$ cat src/rtl/bounce_emu_pkg.sv
// -----------------------------------------------------------------------------
// bounce_emu_pkg
// Shared definitions for the switch bounce emulator and its LFSR.
//   state_t   : FSM states (IDLE, BOUNCE, SETTLE)
//   LFSR_W    : LFSR register width
//   LFSR_MASK : Galois feedback mask for x^16+x^14+x^13+x^11+1
// -----------------------------------------------------------------------------
package bounce_emu_pkg;

  localparam int LFSR_W = 16;
  localparam logic [LFSR_W-1:0] LFSR_MASK = 16'hB400;

  typedef enum logic [1:0] {
    IDLE   = 2'd0,
    BOUNCE = 2'd1,
    SETTLE = 2'd2
  } state_t;

endpackage

$ cat src/rtl/lfsr_galois16.sv
// -----------------------------------------------------------------------------
// lfsr_galois16
// 16-bit right-shifting Galois LFSR. It advances on every clock edge while
// out of reset, and reloads the seed on reset. It is reusable by other
// self-test blocks.
// Ports:
//   i_clk   in   clock
//   i_rst_n in   synchronous active-low reset (loads seed)
//   seed    in   [15:0] reset value, must be nonzero
//   state   out  [15:0] current LFSR value
// -----------------------------------------------------------------------------
module lfsr_galois16
  import bounce_emu_pkg::*;
(
  input  logic              i_clk,
  input  logic              i_rst_n,
  input  logic [LFSR_W-1:0] seed,
  output logic [LFSR_W-1:0] state
);

  logic [LFSR_W-1:0] state_reg;
  logic [LFSR_W-1:0] state_next;

  // The bit shifted out of position 0 is fed back into every tap position
  // of the mask. The MSB has no upper neighbour, so it receives only the
  // feedback term.
  genvar gi;
  generate
    for (gi = 0; gi < LFSR_W; gi++) begin : g_bit
      if (gi == LFSR_W - 1) begin : g_msb
        assign state_next[gi] = state_reg[0] & LFSR_MASK[gi];
      end else begin : g_low
        assign state_next[gi] = state_reg[gi+1] ^ (state_reg[0] & LFSR_MASK[gi]);
      end
    end
  endgenerate

  always_ff @(posedge i_clk) begin
    if (!i_rst_n) begin
      state_reg <= seed;
    end else begin
      state_reg <= state_next;
    end
  end

  assign state = state_reg;

endmodule

$ cat src/rtl/switch_bounce_emulator.sv
// -----------------------------------------------------------------------------
// switch_bounce_emulator
// Turns a clean level into a bouncy-contact waveform. On every change of
// the clean level, the output first follows the new level. It then makes
// 2*BOUNCE_COUNT pseudorandomly spaced toggles and stays stable for
// SETTLE_CYCLES cycles. Finally it pulses o_done.
// Parameters:
//   BOUNCE_COUNT  glitch pairs per transition (0 gives one clean edge)
//   MAX_GAP       maximum cycles between toggles, power of two, >= 2
//   SETTLE_CYCLES stable cycles after the last toggle before done, >= 1
//   LFSR_SEED     nonzero LFSR reset value
// Ports:
//   i_clk     in   clock
//   i_rst_n   in   synchronous active-low reset
//   i_level   in   clean requested level (synchronous to i_clk)
//   o_bouncy  out  emulated bouncy switch output
//   o_busy    out  high during a burst or settle period
//   o_done    out  one-cycle pulse when the output has settled
// -----------------------------------------------------------------------------
module switch_bounce_emulator
  import bounce_emu_pkg::*;
#(
  parameter int          BOUNCE_COUNT  = 3,
  parameter int          MAX_GAP       = 16,
  parameter int          SETTLE_CYCLES = 32,
  parameter logic [15:0] LFSR_SEED     = 16'hACE1
)
(
  input  logic i_clk,
  input  logic i_rst_n,
  input  logic i_level,
  output logic o_bouncy,
  output logic o_busy,
  output logic o_done
);

  // The toggle counter keeps at least one bit so that BOUNCE_COUNT=0 still
  // elaborates. It is simply never used in that configuration.
  localparam int TOG_W = (BOUNCE_COUNT == 0) ? 1 : $clog2(2 * BOUNCE_COUNT + 1);
  localparam int GAP_W = $clog2(MAX_GAP + 1);
  localparam int SET_W = $clog2(SETTLE_CYCLES + 1);

  localparam logic [TOG_W-1:0] TOG_INIT = TOG_W'(2 * BOUNCE_COUNT);
  localparam logic [SET_W-1:0] SET_INIT = SET_W'(SETTLE_CYCLES);

  logic [LFSR_W-1:0] lfsr_state;
  logic [GAP_W-1:0]  gap_load;

  state_t            state_reg,   state_next;
  logic              level_reg,   level_next;
  logic              target_reg,  target_next;
  logic              bouncy_reg,  bouncy_next;
  logic              busy_reg,    busy_next;
  logic              done_reg,    done_next;
  logic [TOG_W-1:0]  toggles_reg, toggles_next;
  logic [GAP_W-1:0]  gap_reg,     gap_next;
  logic [SET_W-1:0]  settle_reg,  settle_next;

  lfsr_galois16 u_lfsr (
    .i_clk   (i_clk),
    .i_rst_n (i_rst_n),
    .seed    (LFSR_SEED),
    .state   (lfsr_state)
  );

  // The gap is 1..MAX_GAP. The mask keeps the low log2(MAX_GAP) LFSR bits.
  // The +1 avoids a zero-length gap.
  assign gap_load = GAP_W'((lfsr_state & 16'(MAX_GAP - 1)) + 16'd1);

  always_comb begin
    state_next   = state_reg;
    level_next   = level_reg;
    target_next  = target_reg;
    bouncy_next  = bouncy_reg;
    busy_next    = busy_reg;
    done_next    = 1'b0;
    toggles_next = toggles_reg;
    gap_next     = gap_reg;
    settle_next  = settle_reg;

    case (state_reg)
      IDLE: begin
        bouncy_next = level_reg;
        if (i_level != level_reg) begin
          target_next  = i_level;
          level_next   = i_level;
          bouncy_next  = i_level;
          busy_next    = 1'b1;
          toggles_next = TOG_INIT;
          gap_next     = gap_load;
          if (BOUNCE_COUNT == 0) begin
            state_next  = SETTLE;
            settle_next = SET_INIT;
          end else begin
            state_next = BOUNCE;
          end
        end
      end

      BOUNCE: begin
        if (gap_reg == GAP_W'(1)) begin
          bouncy_next  = ~bouncy_reg;
          toggles_next = toggles_reg - TOG_W'(1);
          gap_next     = gap_load;
          // The toggle count is even, so the last toggle lands on the target.
          if (toggles_reg == TOG_W'(1)) begin
            state_next  = SETTLE;
            settle_next = SET_INIT;
          end
        end else begin
          gap_next = gap_reg - GAP_W'(1);
        end
      end

      SETTLE: begin
        // The output already equals the target here. Driving the target
        // makes the hold explicit.
        bouncy_next = target_reg;
        settle_next = settle_reg - SET_W'(1);
        if (settle_reg == SET_W'(1)) begin
          state_next = IDLE;
          done_next  = 1'b1;
          busy_next  = 1'b0;
        end
      end

      default: begin
        state_next = IDLE;
      end
    endcase
  end

  always_ff @(posedge i_clk) begin
    if (!i_rst_n) begin
      state_reg   <= IDLE;
      level_reg   <= 1'b0;
      target_reg  <= 1'b0;
      bouncy_reg  <= 1'b0;
      busy_reg    <= 1'b0;
      done_reg    <= 1'b0;
      toggles_reg <= '0;
      gap_reg     <= '0;
      settle_reg  <= '0;
    end else begin
      state_reg   <= state_next;
      level_reg   <= level_next;
      target_reg  <= target_next;
      bouncy_reg  <= bouncy_next;
      busy_reg    <= busy_next;
      done_reg    <= done_next;
      toggles_reg <= toggles_next;
      gap_reg     <= gap_next;
      settle_reg  <= settle_next;
    end
  end

  assign o_bouncy = bouncy_reg;
  assign o_busy   = busy_reg;
  assign o_done   = done_reg;

endmodule

$ cat config.mk
export PLATFORM = sky130hd
export DESIGN_NAME = switch_bounce_emulator
export DESIGN_NICKNAME = d
export VERILOG_FILES = /design/src/rtl/bounce_emu_pkg.sv /design/src/rtl/lfsr_galois16.sv /design/src/rtl/switch_bounce_emulator.sv
export SDC_FILE = /design/constraint.sdc
export NUM_CORES = 1
export LEC_CHECK = 0
export BUFFER_PORTS_ARGS = -buffer_cell sky130_fd_sc_hd__buf_2
export CAP_MARGIN = 0
export CELL_PAD_IN_SITES_DETAIL_PLACEMENT = 0
export CELL_PAD_IN_SITES_GLOBAL_PLACEMENT = 2
export CORE_ASPECT_RATIO = 2
export CORE_MARGIN = 4
export CORE_UTILIZATION = 35
export DETAILED_ROUTE_END_ITERATION = 12
export PLACE_DENSITY_LB_ADDON = 0.3
export SLEW_MARGIN = 15
export SYNTH_ARGS = -nofsm -noshare
export SYNTH_HDL_FRONTEND = slang
export SYNTH_HIERARCHICAL = 1
export SYNTH_SLANG_ARGS = --single-unit
$ cat constraint.sdc
create_clock -name i_clk -period 1.85 [get_ports i_clk]
set_clock_uncertainty 0.05 [all_clocks]
set_input_delay 0.37 -clock i_clk [delete_from_list [all_inputs] [get_ports i_clk]]
set_output_delay 0.37 -clock i_clk [all_outputs]
set_load 0.005 [all_outputs]
## Yosys cells after proc, flatten, opt, wreduce, memory -nomap -nowiden

Index checks and enable logic that the tools add are counted.

- Add/subtract/negate cells: 4
- Multipliers: 0
- Divide/modulo/power cells: 0
- Order comparisons: 0
- Equality and inequality tests: 10
- Shifts and indexed selects: 0
- Mux-type cells: 21
- Bitwise operators: 4
- Reductions and logical operators: 13

Operators with widths:

| cell | count |
|---|---|
| 6-bit two-way mux | 2 |
| 6-bit case mux with 2 select lines | 1 |
| 5-bit two-way mux | 2 |
| 5-bit case mux with 2 select lines | 1 |
| 3-bit AND reduction | 3 |
| 2-bit two-way mux | 4 |
| 2-bit inequality test (second input constant) | 4 |
| 2-bit AND reduction | 4 |
| 6-bit by 1-bit == test with 1-bit output (second input constant) | 1 |
| 3-bit two-way mux | 2 |
| 2-bit case mux with 3 select lines | 1 |
| 3-bit case mux with 2 select lines | 1 |
| 2-bit nonzero test | 3 |
| 6-bit by 1-bit subtractor with 6-bit output (second input constant) | 1 |
| 4-bit by 1-bit adder with 5-bit output (second input constant) | 1 |
| 5-bit by 1-bit == test with 1-bit output (second input constant) | 1 |
| 1-bit two-way mux | 5 |
| 5-bit by 1-bit subtractor with 5-bit output (second input constant) | 1 |
| 4-bit AND reduction | 1 |
| 3-bit by 1-bit == test with 1-bit output (second input constant) | 1 |
| 1-bit case mux with 3 select lines | 1 |
| 3-bit nonzero test | 1 |
| 3-bit by 1-bit subtractor with 3-bit output (second input constant) | 1 |
| 1-bit XOR | 3 |
| other kinds (6) | 6 |

- Flip-flop bits (word level): 37
- Bits in latches: 0
- Memory bits (writable): 0
- ROM bits: 0
- Output and inout port bits: 3
- Memories kept: 0

## Depth between registers and ports, before layout

- Word-level depth: 4
- Depth in mapped cells: 8
- Depth with buffers taken out: 6

## Hierarchy

Netlist, hierarchy kept.

By module, submodules not included:

| module | times used | cells each | area an instance (µm²) | seq. area each (µm²) |
|---|---|---|---|---|
| switch_bounce_emulator | 1 | 161 | 1,317.5 | 420.4 |
| lfsr_galois16 | 1 | 40 | 565.5 | 320.3 |

## Worst setup path after synthesis

Ideal clock, no wire load.

- Path kind: register -> register
- Start point: register gap_reg[0]
- End point: register settle_reg[5]
- Library setup time: 119 ps
- Arrival: 1,640 ps
- Path slack: 41 ps
- Stages on the path, launching flop included: 6
- Path buffers: 0
- Cell sequence: dfxtp_1 ha_1 or4b_4 o21ai_0 a21oi_1 o221a_2

- Longest elaborated chain between the ends: 3

RTL lines:

| item | RTL line | source |
|---|---|---|
| start, declared | switch_bounce_emulator.sv:56 | `logic [GAP_W-1:0] gap_reg, gap_next;` |
| start signal, assigned | switch_bounce_emulator.sv:152 | `gap_reg <= gap_next;` |
| 5-bit by 1-bit == test with 1-bit output | switch_bounce_emulator.sv:101 | `if (gap_reg == GAP_W'(1)) begin` |
| 2-bit inequality test (no line) | n/a |  |
| 3-bit AND reduction (no line) | n/a |  |
| end signal, assigned | switch_bounce_emulator.sv:153 | `settle_reg <= settle_next;` |
| end, declared | switch_bounce_emulator.sv:57 | `logic [SET_W-1:0] settle_reg, settle_next;` |

Every way passes these cells.
A chain may end at the register's enable or synchronous reset.

## Final worst setup path

- Start point: register gap_reg[1]
- End point: register state_reg[1]

- Longest elaborated chain between the ends: 3

RTL lines:

| item | RTL line | source |
|---|---|---|
| 5-bit by 1-bit == test with 1-bit output | switch_bounce_emulator.sv:101 |  |
| 2-bit inequality test (no line) | n/a |  |
| 4-bit AND reduction (no line) | n/a |  |
| end signal, assigned | switch_bounce_emulator.sv:145 | `state_reg <= state_next;` |
| end, declared | switch_bounce_emulator.sv:49 | `state_t state_reg, state_next;` |

Every way passes these cells.

==> out/qor.yml <==
grt_max_degree: 14
rsz0062_at_grt: "yes"
coreArea_mm2: 0.00518
slew_viol_final: 0
syn_inst: 201
vias: 1506
synth-seq-area-share_pct: 39.3
ys.flop_type: "dfxtp_1"
worstSetupPathType: "reg -> reg"
ys_warn_count: 6
fp.dieW_um: 59.9
place.gp.congestion: 0.767
cts_sinks: 37
dp_hpwl_um: 2920
mostFrequentLayoutCells: "35 x dfxtp_1, 16 x conb_1, 15 x nor2_1, 15 x buf_4, 14 x a21oi_1"
ir_worst_vdd_mv: 0.855
areaGrowthSynthToFinish_pct: 17.8
cts-root-buf: "clkbuf_8"
final_area_mm2: 0.00222
cellPowerDensity_mw_per_mm2: 1540
synthArstFlopShare_pct: 0
setup_viol: 0
place_area_mm2: 0.00207
num_rows: 37
htreeDepth: 2
clkTransAtPathRegs_ps: 80
die_h_um: 112
clk-insertion-delay-late_ps: 290
hold_buffers: 0
nets: 247
port_buffers: 5
routedWlPerCell_um: 13.3
crit_path_end_kind: "flop"
syn_avg_cell_area_um2: 9.37
antenna_found_initial: 0
cp_max_fo: 8
grt_pass1_vias: 1532
ant_nets: 0
grt_first_pass_wirelength_um: 6730
fmax_mhz: 547
drive_above_1_share_pct: 22.3
status: "finished, final reports clean"
syn_area_mm2: 0.00188
grt_use_total_pct: 13.2
largest_reg_flops: 16
min_path_cells: 3
synth_edf_count: 0
routed_wl_um: 3870
r2r_cells: 6
first_pass_iters: 4
cp.arrival_ps: 2000
holdWs_ps: 310
cts_tree: "built"
period_minus_slack_ps: 1830
hold_path.class: "in -> reg"
drc: 0
ios: 6
viasPerCell: 5.18
hold_viol_final: 0
synth_cell_types: 44
period_share_pct: 98.9
cp.required_ps: 2020
drtIter0Drc: 69
ys_ff_latch: 37
initial_core_util_pct: 36.3
die-area_mm2: 0.00669
power.leakage_nw: 0.917
worst_setup_path_start_kind: "flop"
final_core_util_pct: 42.8
drv_cap: 0
cts_buffers: 5
insertedDiodeCount: 0
cts_buffer_depth: 2
final_common_cell: "dfxtp_1"
grt_overflow: 0
-- critical path, cell delays in order (launching register included) --
cell      delay (ps)
dfxtp_2          340
inv_2             70
ha_4             110
or4b_4           490
o21a_4           270
a221oi_4         230
mux2i_1          200
-- final timing paths --
check / from / to / slack [ps]
setup / recovery: gap_reg[1] / state_reg[1] / 20
hold / removal: i_level / target_reg / 310
setup reg to reg: gap_reg[1] / state_reg[1] / 20
hold reg to reg: u_lfsr/state[9] / u_lfsr/state[8] / 410
-- layout make-up --
| type | count | area [µm²] |
|---|---|---|
| clock buffers | 6 | 82.6 |
| clock inverters | 2 | 37.5 |
| fillers | 542 | 2970 |
| inverters | 13 | 48.8 |
| multi-input cells | 155 | 1100 |
| flip-flops and latches | 37 | 743 |
| well taps | 58 | 72.6 |
| repair buffers | 20 | 138 |
-- stage by stage --
stage	TNS (ps)	total power [mW]	setup WS [ps]	instances
after floorplan	0	2.19	41.0	215
after global placement	0	2.59	47.3	282
after detailed placement	-25.1	2.64	-14.1	282
after CTS	0	3.41	5.06	290
after global routing	-93.4	3.69	-55.3	291
final	0	3.41	20.2	291
-- layer usage --
layer	track usage (%)	wire [µm]	vias up
li1	-	-	756
met3	2.55	100	14
met5	0	0	-
met1	13.7	1490	715
met4	7.69	162	0
met2	23.0	2120	21
-- report_power, final --
group	switching (mW)	leakage (nW)	internal, mW
logic	0.790	0.552	0.726
clock network	0.306	0.0574	0.439
registers	0.156	0.308	0.995
-- kinds of logic (layout without fill, tap and decap cells) --
family                     count (synthesis)  count (layout)  share of synthesized area [%]
AOI/OAI and AO/OA                         47              47                           16.9
xor gates and xnor gates                   5               5                           2.33
adders and majority gates                 12              12                           7.97
buffers and inverters                     23              41                           6.25
DFF                                       37              37                           39.3
muxes                                     17              17                           10.7
other                                      2              16                          0.399
and+or+nand+nor                           58              58                           16.1
-- what timing repair did --
item,CTS,global route
setup endpoints to repair,3,9
buffers inserted,0,1
pin swaps,1,2
resized for setup,0,7
gates cloned,0,0
-- synth_stat cells, types with 3 or more instances --
library cell / number / area [µm²]
a21oi_1: 14 / 70.1
a31oi_1: 3 / 18.8
clkbuf_1: 6 / 22.5
dfxtp_1: 37 / 741
ha_1: 12 / 150
inv_1: 13 / 48.8
mux2_2: 9 / 101
mux2_4: 4 / 60.1
mux2i_1: 4 / 40.0
nand2_1: 12 / 45.0
nand2b_1: 3 / 18.8
nand3_1: 3 / 15.0
nand4_1: 4 / 25.0
nor2_1: 15 / 56.3
nor2b_1: 3 / 18.8
nor3_1: 4 / 20.0
nor4_1: 3 / 18.8
o21ai_0: 13 / 65.1
or3_1: 3 / 18.8
xnor2_1: 3 / 26.3
No activity file was read; power rests on OpenSTA's default activity.
